### config.mk
export PLATFORM = sky130hd
export DESIGN_NAME = nibble_serial_adder_ctrl_flat
export DESIGN_NICKNAME = d
export VERILOG_FILES = /design/src/rtl/nibble_serial_adder_ctrl_pkg.sv /design/src/rtl/nibble_serial_adder_ctrl_if.sv /design/src/rtl/nibble_serial_adder_ctrl_nibble_add.sv /design/src/rtl/nibble_serial_adder_ctrl.sv /design/src/flat_wrapper.sv
export SDC_FILE = /design/constraint.sdc
export NUM_CORES = 1
export LEC_CHECK = 0
export CAP_MARGIN = 20
export CORE_MARGIN = 2
export CORE_UTILIZATION = 47
export CTS_BUF_LIST = sky130_fd_sc_hd__clkbuf_2 sky130_fd_sc_hd__clkbuf_4 sky130_fd_sc_hd__clkbuf_8
export CTS_CLUSTER_DIAMETER = 80
export CTS_CLUSTER_SIZE = 16
export DETAILED_ROUTE_END_ITERATION = 7
export GPL_ROUTABILITY_DRIVEN = 0
export PLACE_DENSITY = 0.75
export SLEW_MARGIN = 10
export SYNTH_ARGS = -nofsm -noshare
export SYNTH_HDL_FRONTEND = slang
export SYNTH_SLANG_ARGS = --single-unit
### constraint.sdc
create_clock -name clk -period 2 [get_ports clk]
set_clock_uncertainty 0.15 [all_clocks]
set_input_delay 0.4 -clock clk [delete_from_list [all_inputs] [get_ports clk]]
set_output_delay 0.4 -clock clk [all_outputs]
set_load 0.005 [all_outputs]
### src/rtl/nibble_serial_adder_ctrl_pkg.sv
// Shared constants, state encoding and the full-adder cell used by the
// nibble-serial adder.
package nibble_serial_adder_ctrl_pkg;

    localparam int NIBBLE_W    = 4;
    localparam int MAX_NIBBLES = 16;

    typedef enum logic [1:0] {
        IDLE = 2'b00,
        RUN  = 2'b01,
        DONE = 2'b10
    } state_e;

    // One full-adder cell; returns {carry_out, sum_bit}.
    function automatic logic [1:0] full_add(input logic x, input logic y, input logic ci);
        logic s;
        logic co;
        s  = x ^ y ^ ci;
        co = (x & y) | (ci & (x ^ y));
        return {co, s};
    endfunction

endpackage

### src/rtl/nibble_serial_adder_ctrl_if.sv
// Operand and result handshake bundle. The master modport is the
// requester/consumer side; the slave modport is the adder.
interface nibble_serial_adder_ctrl_if #(
    parameter int NIBBLES = 4
);
    localparam int W = 4 * NIBBLES;

    logic         start_valid;
    logic         start_ready;
    logic [W-1:0] a;
    logic [W-1:0] b;
    logic         cin;
    logic         busy;
    logic         result_valid;
    logic         result_ready;
    logic [W:0]   sum;

    modport master (
        output start_valid, a, b, cin, result_ready,
        input  start_ready, busy, result_valid, sum
    );

    modport slave (
        input  start_valid, a, b, cin, result_ready,
        output start_ready, busy, result_valid, sum
    );
endinterface

### src/rtl/nibble_serial_adder_ctrl_nibble_add.sv
// Purely combinational 4-bit ripple-carry slice built from full-adder cells.
module nibble_add
    import nibble_serial_adder_ctrl_pkg::*;
(
    input  logic [NIBBLE_W-1:0] x,
    input  logic [NIBBLE_W-1:0] y,
    input  logic                ci,
    output logic [NIBBLE_W-1:0] s,
    output logic                co
);
    logic [NIBBLE_W:0] c_s;

    assign c_s[0] = ci;

    for (genvar i = 0; i < NIBBLE_W; i++) begin : g_fa
        assign {c_s[i+1], s[i]} = full_add(x[i], y[i], c_s[i]);
    end

    assign co = c_s[NIBBLE_W];
endmodule

### src/rtl/nibble_serial_adder_ctrl.sv
// Wide unsigned adder that reuses one 4-bit slice, one nibble per clock,
// LSB nibble first, with the inter-nibble carry held in a register.
module nibble_serial_adder_ctrl
    import nibble_serial_adder_ctrl_pkg::*;
#(
    parameter int NIBBLES = 4
) (
    input  logic                          clk,
    input  logic                          rst_n,
    nibble_serial_adder_ctrl_if.slave     bus
);
    localparam int W     = NIBBLE_W * NIBBLES;
    localparam int CNT_W = (NIBBLES > 1) ? $clog2(NIBBLES) : 1;
    localparam logic [CNT_W-1:0] LAST_CNT = CNT_W'(NIBBLES - 1);

    state_e           state_q, state_d;
    logic [W-1:0]     a_sh_q, a_sh_d;
    logic [W-1:0]     b_sh_q, b_sh_d;
    logic             carry_q, carry_d;
    logic [CNT_W-1:0] cnt_q, cnt_d;
    logic [W:0]       sum_q, sum_d;
    logic             start_ready_q, start_ready_d;
    logic             busy_q, busy_d;
    logic             result_valid_q, result_valid_d;

    logic [NIBBLE_W-1:0] s4_s;
    logic                cout_s;

    nibble_add u_nibble_add (
        .x  (a_sh_q[NIBBLE_W-1:0]),
        .y  (b_sh_q[NIBBLE_W-1:0]),
        .ci (carry_q),
        .s  (s4_s),
        .co (cout_s)
    );

    // Next-state and datapath update; outputs are derived from the next state
    // so that they come straight off flops.
    always_comb begin
        state_d = state_q;
        a_sh_d  = a_sh_q;
        b_sh_d  = b_sh_q;
        carry_d = carry_q;
        cnt_d   = cnt_q;
        sum_d   = sum_q;
        case (state_q)
            IDLE: begin
                if (bus.start_valid && start_ready_q) begin
                    a_sh_d  = bus.a;
                    b_sh_d  = bus.b;
                    carry_d = bus.cin;
                    cnt_d   = {CNT_W{1'b0}};
                    state_d = RUN;
                end else begin
                    state_d = IDLE;
                end
            end
            RUN: begin
                a_sh_d           = {{NIBBLE_W{1'b0}}, a_sh_q[W-1:NIBBLE_W]};
                b_sh_d           = {{NIBBLE_W{1'b0}}, b_sh_q[W-1:NIBBLE_W]};
                sum_d[W-1:0]     = {s4_s, sum_q[W-1:NIBBLE_W]};
                carry_d          = cout_s;
                if (cnt_q == LAST_CNT) begin
                    // Counter parks on the last nibble rather than wrapping.
                    sum_d[W] = cout_s;
                    state_d  = DONE;
                end else begin
                    cnt_d   = cnt_q + CNT_W'(1);
                    state_d = RUN;
                end
            end
            DONE: begin
                if (bus.result_ready) begin
                    state_d = IDLE;
                end else begin
                    state_d = DONE;
                end
            end
            default: begin
                state_d = IDLE;
            end
        endcase
        start_ready_d  = (state_d == IDLE);
        busy_d         = (state_d == RUN) || (state_d == DONE);
        result_valid_d = (state_d == DONE);
    end

    // State and output registers with synchronous active-low reset.
    always_ff @(posedge clk) begin
        if (!rst_n) begin
            state_q        <= IDLE;
            a_sh_q         <= {W{1'b0}};
            b_sh_q         <= {W{1'b0}};
            carry_q        <= 1'b0;
            cnt_q          <= {CNT_W{1'b0}};
            sum_q          <= {(W+1){1'b0}};
            start_ready_q  <= 1'b0;
            busy_q         <= 1'b0;
            result_valid_q <= 1'b0;
        end else begin
            state_q        <= state_d;
            a_sh_q         <= a_sh_d;
            b_sh_q         <= b_sh_d;
            carry_q        <= carry_d;
            cnt_q          <= cnt_d;
            sum_q          <= sum_d;
            start_ready_q  <= start_ready_d;
            busy_q         <= busy_d;
            result_valid_q <= result_valid_d;
        end
    end

    assign bus.start_ready  = start_ready_q;
    assign bus.busy         = busy_q;
    assign bus.result_valid = result_valid_q;
    assign bus.sum          = sum_q;

endmodule

### src/flat_wrapper.sv
// flat-port wrapper written by rule: the top's interface ports become plain ports
module nibble_serial_adder_ctrl_flat import nibble_serial_adder_ctrl_pkg::*;
#(
    parameter int NIBBLES = 4
)
  (clk, rst_n, bus_start_valid, bus_a, bus_b, bus_cin, bus_result_ready, bus_start_ready, bus_busy, bus_result_valid, bus_sum);
  nibble_serial_adder_ctrl_if #(.NIBBLES(NIBBLES)) bus_i ();
  input  logic clk;
  input  logic rst_n;
  input wire logic [$bits(bus_i.start_valid)-1:0] bus_start_valid;
  input wire logic [$bits(bus_i.a)-1:0] bus_a;
  input wire logic [$bits(bus_i.b)-1:0] bus_b;
  input wire logic [$bits(bus_i.cin)-1:0] bus_cin;
  input wire logic [$bits(bus_i.result_ready)-1:0] bus_result_ready;
  output wire logic [$bits(bus_i.start_ready)-1:0] bus_start_ready;
  output wire logic [$bits(bus_i.busy)-1:0] bus_busy;
  output wire logic [$bits(bus_i.result_valid)-1:0] bus_result_valid;
  output wire logic [$bits(bus_i.sum)-1:0] bus_sum;
  assign bus_i.start_valid = bus_start_valid;
  assign bus_i.a = bus_a;
  assign bus_i.b = bus_b;
  assign bus_i.cin = bus_cin;
  assign bus_i.result_ready = bus_result_ready;
  assign bus_start_ready = bus_i.start_ready;
  assign bus_busy = bus_i.busy;
  assign bus_result_valid = bus_i.result_valid;
  assign bus_sum = bus_i.sum;
  nibble_serial_adder_ctrl #(.NIBBLES(NIBBLES)) u_core (.clk(clk), .rst_n(rst_n), .bus(bus_i));
endmodule
After elaboration in Yosys (flattened, before gate mapping)
Cells that the tools add are included.
{"block": "op_classes", "magnitude_cmp": 0, "mul": 0, "reduce_logical": 8, "n_mux": 13, "eq_ne": 7, "shifts": 0, "div": 0, "add_sub_neg": 1, "bitwise_logic": 20}
{"operator": "16-bit one-hot mux with 2 select lines", "n": 2}
{"operator": "16-bit 2-to-1 mux", "n": 2}
{"operator": "1-bit bitwise AND", "n": 8}
{"operator": "2-bit 2-to-1 mux", "n": 4}
{"operator": "1-bit bitwise XOR", "n": 8}
{"operator": "2-bit == test (second input constant)", "n": 3}
{"operator": "2-bit one-hot mux with 3 select lines", "n": 1}
{"operator": "2-bit by 1-bit == test with 1-bit output (second input constant)", "n": 2}
{"operator": "2-bit logical NOT", "n": 2}
{"operator": "1-bit bitwise OR", "n": 4}
{"operator": "2-bit one-hot mux with 2 select lines", "n": 1}
{"operator": "2-bit AND reduction", "n": 2}
{"operator": "3-bit AND reduction", "n": 1}
{"operator": "2-bit by 1-bit adder with 2-bit output (second input constant)", "n": 1}
{"operator": "1-bit 2-to-1 mux", "n": 2}
{"operator": "2-bit by 1-bit != test with 1-bit output (second input constant)", "n": 1}
{"operator": "2-bit != test (second input constant)", "n": 1}
{"operator": "1-bit one-hot mux with 2 select lines", "n": 1}
{"operator": "2-bit nonzero test", "n": 1}
{"operator": "1-bit logical AND", "n": 1}
{"operator": "1-bit logical OR", "n": 1}
{"block": "word_totals", "output_inout_bits": 20, "ff_bits": 57, "elab_cells": 59, "memories": 0, "latchBits": 0, "mem_bits_rw": 0, "romBits": 0}

Depth between registers and ports, before layout
{"block": "logic_depth", "word_depth": 10, "ltp_mapped": 9, "mapped_depth_nobuf": 9}

By module
A second synthesis with hierarchy kept.
{"block": "hier_totals", "cells_unflattened": 298, "hier_area_um2": 2582.5}
{"mod": "nibble_serial_adder_ctrl", "instances": 1, "area_each_um2": 2464.9, "cells_each": 284}
{"mod": "nibble_add", "instances": 1, "area_each_um2": 117.6, "cells_each": 14}

Worst setup path before layout
No wires, ideal clock.
{"block": "synth_path", "path_kind": "reg2reg", "startpoint": "register u_core.carry_q", "endpoint": "register u_core.sum_q[15], in the netlist u_core.bus.sum[15]", "setup_ps": 86, "t_arrival_ps": 1942, "period_less_slack_ps": 2178, "t_required_ps": 1764, "stages_incl_launch_ff": 9, "path_slack_ps": -178, "path_cell_list": "dfxtp_1 > fa_1 > inv_1 > fa_1 > inv_1 > fa_1 > inv_1 > fa_1 > a211oi_1"}
{"block": "synth_via", "elab_chain_cells": 7}
{"item": "start, declared", "line": "nibble_serial_adder_ctrl.sv:19", "text": "logic carry_q, carry_d;"}
{"item": "start signal, assigned", "line": "nibble_serial_adder_ctrl.sv:104", "text": "carry_q <= carry_d;"}
{"item": "1-bit bitwise AND", "line": "nibble_serial_adder_ctrl_pkg.sv:19", "text": "co = (x & y) | (ci & (x ^ y));"}
{"item": "1-bit bitwise OR", "line": "nibble_serial_adder_ctrl_pkg.sv:19"}
{"item": "1-bit bitwise AND", "line": "nibble_serial_adder_ctrl_pkg.sv:19"}
{"item": "1-bit bitwise OR", "line": "nibble_serial_adder_ctrl_pkg.sv:19"}
{"item": "1-bit bitwise AND", "line": "nibble_serial_adder_ctrl_pkg.sv:19"}
{"item": "1-bit bitwise OR", "line": "nibble_serial_adder_ctrl_pkg.sv:19"}
{"item": "1-bit bitwise XOR", "line": "nibble_serial_adder_ctrl_pkg.sv:18", "text": "s = x ^ y ^ ci;"}
{"item": "end signal, assigned", "line": "nibble_serial_adder_ctrl.sv:96", "text": "sum_q <= {(W+1){1'b0}};"}
{"item": "end signal, assigned", "line": "nibble_serial_adder_ctrl.sv:106", "text": "sum_q <= sum_d;"}
{"item": "end, declared", "line": "nibble_serial_adder_ctrl.sv:21", "text": "logic [W:0] sum_q, sum_d;"}
Every way passes these cells.
A chain may end at the register's enable or synchronous reset.

Worst setup path in the final report
{"block": "layout_path", "startpoint": "register u_core.a_sh_q[0]", "endpoint": "register u_core.sum_q[15], in the netlist u_core.bus.sum[15]"}
{"block": "layout_via", "elab_chain_cells": 8, "word_cells_on_any_way": 9, "cone_classes": "bitwise: 9"}
{"item": "start, declared", "line": "nibble_serial_adder_ctrl.sv:17", "text": "logic [W-1:0] a_sh_q, a_sh_d;"}
{"item": "start signal, assigned", "line": "nibble_serial_adder_ctrl.sv:92", "text": "a_sh_q <= {W{1'b0}};"}
{"item": "start signal, assigned", "line": "nibble_serial_adder_ctrl.sv:102", "text": "a_sh_q <= a_sh_d;"}
{"item": "1-bit bitwise XOR", "line": "nibble_serial_adder_ctrl_pkg.sv:19"}
{"item": "1-bit bitwise AND", "line": "nibble_serial_adder_ctrl_pkg.sv:19"}
{"item": "1-bit bitwise OR (*)", "line": "nibble_serial_adder_ctrl_pkg.sv:19"}
{"item": "1-bit bitwise AND (*)", "line": "nibble_serial_adder_ctrl_pkg.sv:19"}
{"item": "1-bit bitwise OR (*)", "line": "nibble_serial_adder_ctrl_pkg.sv:19"}
{"item": "1-bit bitwise AND (*)", "line": "nibble_serial_adder_ctrl_pkg.sv:19"}
{"item": "1-bit bitwise OR (*)", "line": "nibble_serial_adder_ctrl_pkg.sv:19"}
{"item": "1-bit bitwise XOR (*)", "line": "nibble_serial_adder_ctrl_pkg.sv:18"}
Mark *: on every way between the ends. The rest lies on a longest branch, timed or not.

==> impl_metrics.env <==
export IMPL_status="finished, violations left"
export IMPL_violations="setup timing"
export IMPL_grt_overflow=0
export IMPL_wl_per_cell_um=14.2
export IMPL_cp_max_fo=2
export IMPL_die_w_um=77.4
export IMPL_dieArea_um2=5990
export IMPL_htree_num_levels=3
export IMPL_rsz0062_at_grt="true"
export IMPL_gr_max_usage_layer="met2"
export IMPL_area_growth_pct=36.8
export IMPL_synth_seq_cells=57
export IMPL_syn_avg_cell_area_um2=9.18
export IMPL_drive_gt1_frac=0.196
export IMPL_clkLatencyLatePin_ps=330
export IMPL_grt_first_pass_wirelength_mm=9.85
export IMPL_slew_violations=0
export IMPL_use_met2=0.355
export IMPL_nFillCells=438
export IMPL_antenna_left=0
export IMPL_layout_setup_ws_ps=-209
export IMPL_worst_slew_margin_rel=0.651
export IMPL_met1_usage=0.246
export IMPL_synth_top_area_share=0.451
export IMPL_synth_cell_type_count=27
export IMPL_cp_required_ps=2110
export IMPL_antenna_cells=0
export IMPL_synth_area_leader_cell="dfxtp_1"
export IMPL_power_density_nw_per_um2=852
export IMPL_synth_flop_cell="dfxtp_1"
export IMPL_fp_coreArea_um2=5140
export IMPL_io_buffers=56
export IMPL_ir_drop_mv=0.491
export IMPL_cts_buffer_depth=2
export IMPL_leakage_nw=1.26
export IMPL_yosysWarnings=0
export IMPL_grt_start_max_net_pins=39
export IMPL_hpwl_mm=3.84
export IMPL_crit_slowest_cell="fa_1"
export IMPL_dieHeight_um=77.4
export IMPL_cp_arrival_ps=2310
export IMPL_use_met3=0.0419
export IMPL_crit_family="adder cells"
export IMPL_tns_ps=-464
export IMPL_synth_edf_count=0
export IMPL_finalNetCount=381
export IMPL_numCtsBuffers=9
export IMPL_io_pins=57
export IMPL_rows=26
export IMPL_cts_clk_slew_worst_paths_ps=60
export IMPL_vias=2168
export IMPL_cts_root_buffer="clkbuf_8"
export IMPL_first_iter_violations=115
export IMPL_ys_top_cells_by_count="80 x nand2_1, 57 x dfxtp_1, 43 x a21oi_1"
export IMPL_antenna_found_initial=0
export IMPL_cts_tree="built"
export IMPL_gr_usage_all_layers=0.210
export IMPL_synth_nets=320
export IMPL_tightestPinTransition_ps=524
export IMPL_hp_class="flip-flop to flip-flop"
export IMPL_ctsHoldBuffers=0
export IMPL_path_class="flip-flop to flip-flop"
export IMPL_syn_instance_count=276
export IMPL_critPathBufInv=3
export IMPL_slowest_delay_ps=410
export IMPL_pre_cts_slack_ps=-244
export IMPL_async_reset_ff_frac=0
export IMPL_viasPerCell=5.26
export IMPL_period_needed_ps=2210
export IMPL_drv_cap=0
export IMPL_end_kind="flip-flop"
export IMPL_setup_viol=3
export IMPL_crit_chain="fa_2 -> inv_2 -> fa_2 -> inv_2 -> fa_2 -> inv_2 -> fa_1 -> a211oi_2"
export IMPL_start_util=0.493
export IMPL_multiInputGateArea_um2=1230
export IMPL_cp_start_kind="flip-flop"
export IMPL_finalHoldViolCount=0
export IMPL_yosysSeqAreaShare=0.451
export IMPL_drc=0
export IMPL_dr_pass1_iters=4
export IMPL_yosys_cell_count_top_type="nand2_1"
export IMPL_cts_sinks=57
export IMPL_cts_setup_buffers=0
export IMPL_fin_crit_sh=1.10
export IMPL_synth_area_leaders="dfxtp_1 45%, a311oi_2 12%, nand2_1 12%"
export IMPL_max_freq_mhz=453
export IMPL_wl_mm=5.86
export IMPL_grt_pass1_vias=2156
export IMPL_synth_cell_area_um2=2530
export IMPL_ff_latch_area_um2=1140
## per-stage QoR
stage / utilization / hold WS, ps / std cells / cell area, µm² / power, mW
finish: 0.674 / 304 / 412 / 3460 / 2.95
global route: 0.674 / 339 / 412 / 3460 / 3.09
CTS: 0.674 / 305 / 412 / 3460 / 2.99
detailed placement: 0.628 / 296 / 396 / 3230 / 1.77
global placement: 0.628 / 292 / 396 / 3230 / 1.76
floorplan: - / 298 / 276 / 2550 / 1.59
## state kept, by name (all words and copies together), names as in the netlist
signal	cells
u_core.b_sh_q	16
u_core.state_q	2
u_core.cnt_q	2
u_core.bus.sum	17
u_core.a_sh_q	16
u_core.bus.result_valid	1
u_core.bus.busy	1
u_core.bus.start_ready	1
u_core.carry_q	1
## placed cells by master (no fill, tap or decap), types with 3 or more instances in the layout
cell / instances
inv_1: 7
a311oi_2: 20
inv_2: 4
a311oi_1: 7
and2_1: 4
a32o_1: 8
buf_12: 3
a21oi_1: 43
nor2_1: 4
clkdlybuf4s50_1: 56
dfxtp_1: 54
buf_4: 14
fa_2: 3
dfxtp_2: 3
clkbuf_8: 14
ha_1: 3
nand2_1: 80
## cells by family after synthesis
logic type                 count (synthesis)  share of synthesized area
AOI/OAI and AO/OA                         82                      0.270
adders and majority gates                  7                     0.0464
buffers and inverters                     34                     0.0726
DFF                                       57                      0.451
muxes                                      1                    0.00395
and+or+nand+nor                           95                      0.156
## final cells by class
class	instances	share of cell area
Inverter	11	0.0119
Sequential cell	57	0.330
Clock inverter	1	0.00867
Clock buffer	15	0.0578
Multi-Input combinational cell	185	0.356
Timing Repair Buffer	73	0.209
Tap cell	70	0.0253
## worst reg2reg max path, stage by stage (launching register included)
cell	delay, ps
dfxtp_2	330
fa_2	380
inv_2	60
fa_2	180
inv_2	40
fa_2	330
inv_2	60
fa_1	410
a211oi_2	190
## timing repair
action / 4_1_cts / 5_1_grt
pin swaps: 2 / 0
gates resized for setup: 3 / 0
endpoints found under the hold margin: 0 / 0
endpoints found under the setup margin: 3 / 3
## final timing paths
| kind | endpoint | start | cells after the start | slack (ps) |
|---|---|---|---|---|
| min reg2reg | u_core.bus.sum[0] | u_core.bus.sum[0] | 2 | 300 |
| max reg2reg | u_core.bus.sum[15] | u_core.a_sh_q[0] | 8 | -210 |
| max | u_core.bus.sum[15] | u_core.a_sh_q[0] | 8 | -210 |
| min | u_core.bus.sum[0] | u_core.bus.sum[0] | 2 | 300 |
## power breakdown
group          internal, mW  switching [mW]  leakage (nW)  total [mW]
registers              1.22          0.0501         0.467        1.27
clock network         0.760           0.437         0.119        1.20
logic                 0.249           0.240         0.669       0.489
## layer usage
metal / vias up / part of all wire / wire (µm)
li1: 1090 / - / -
met3: 11 / 0.038 / 223
met1: 1019 / 0.43 / 2530
met2: 48 / 0.51 / 2980
met5: - / 0 / 0
met4: 0 / 0.022 / 129
No activity file was read; power rests on OpenSTA's default activity.
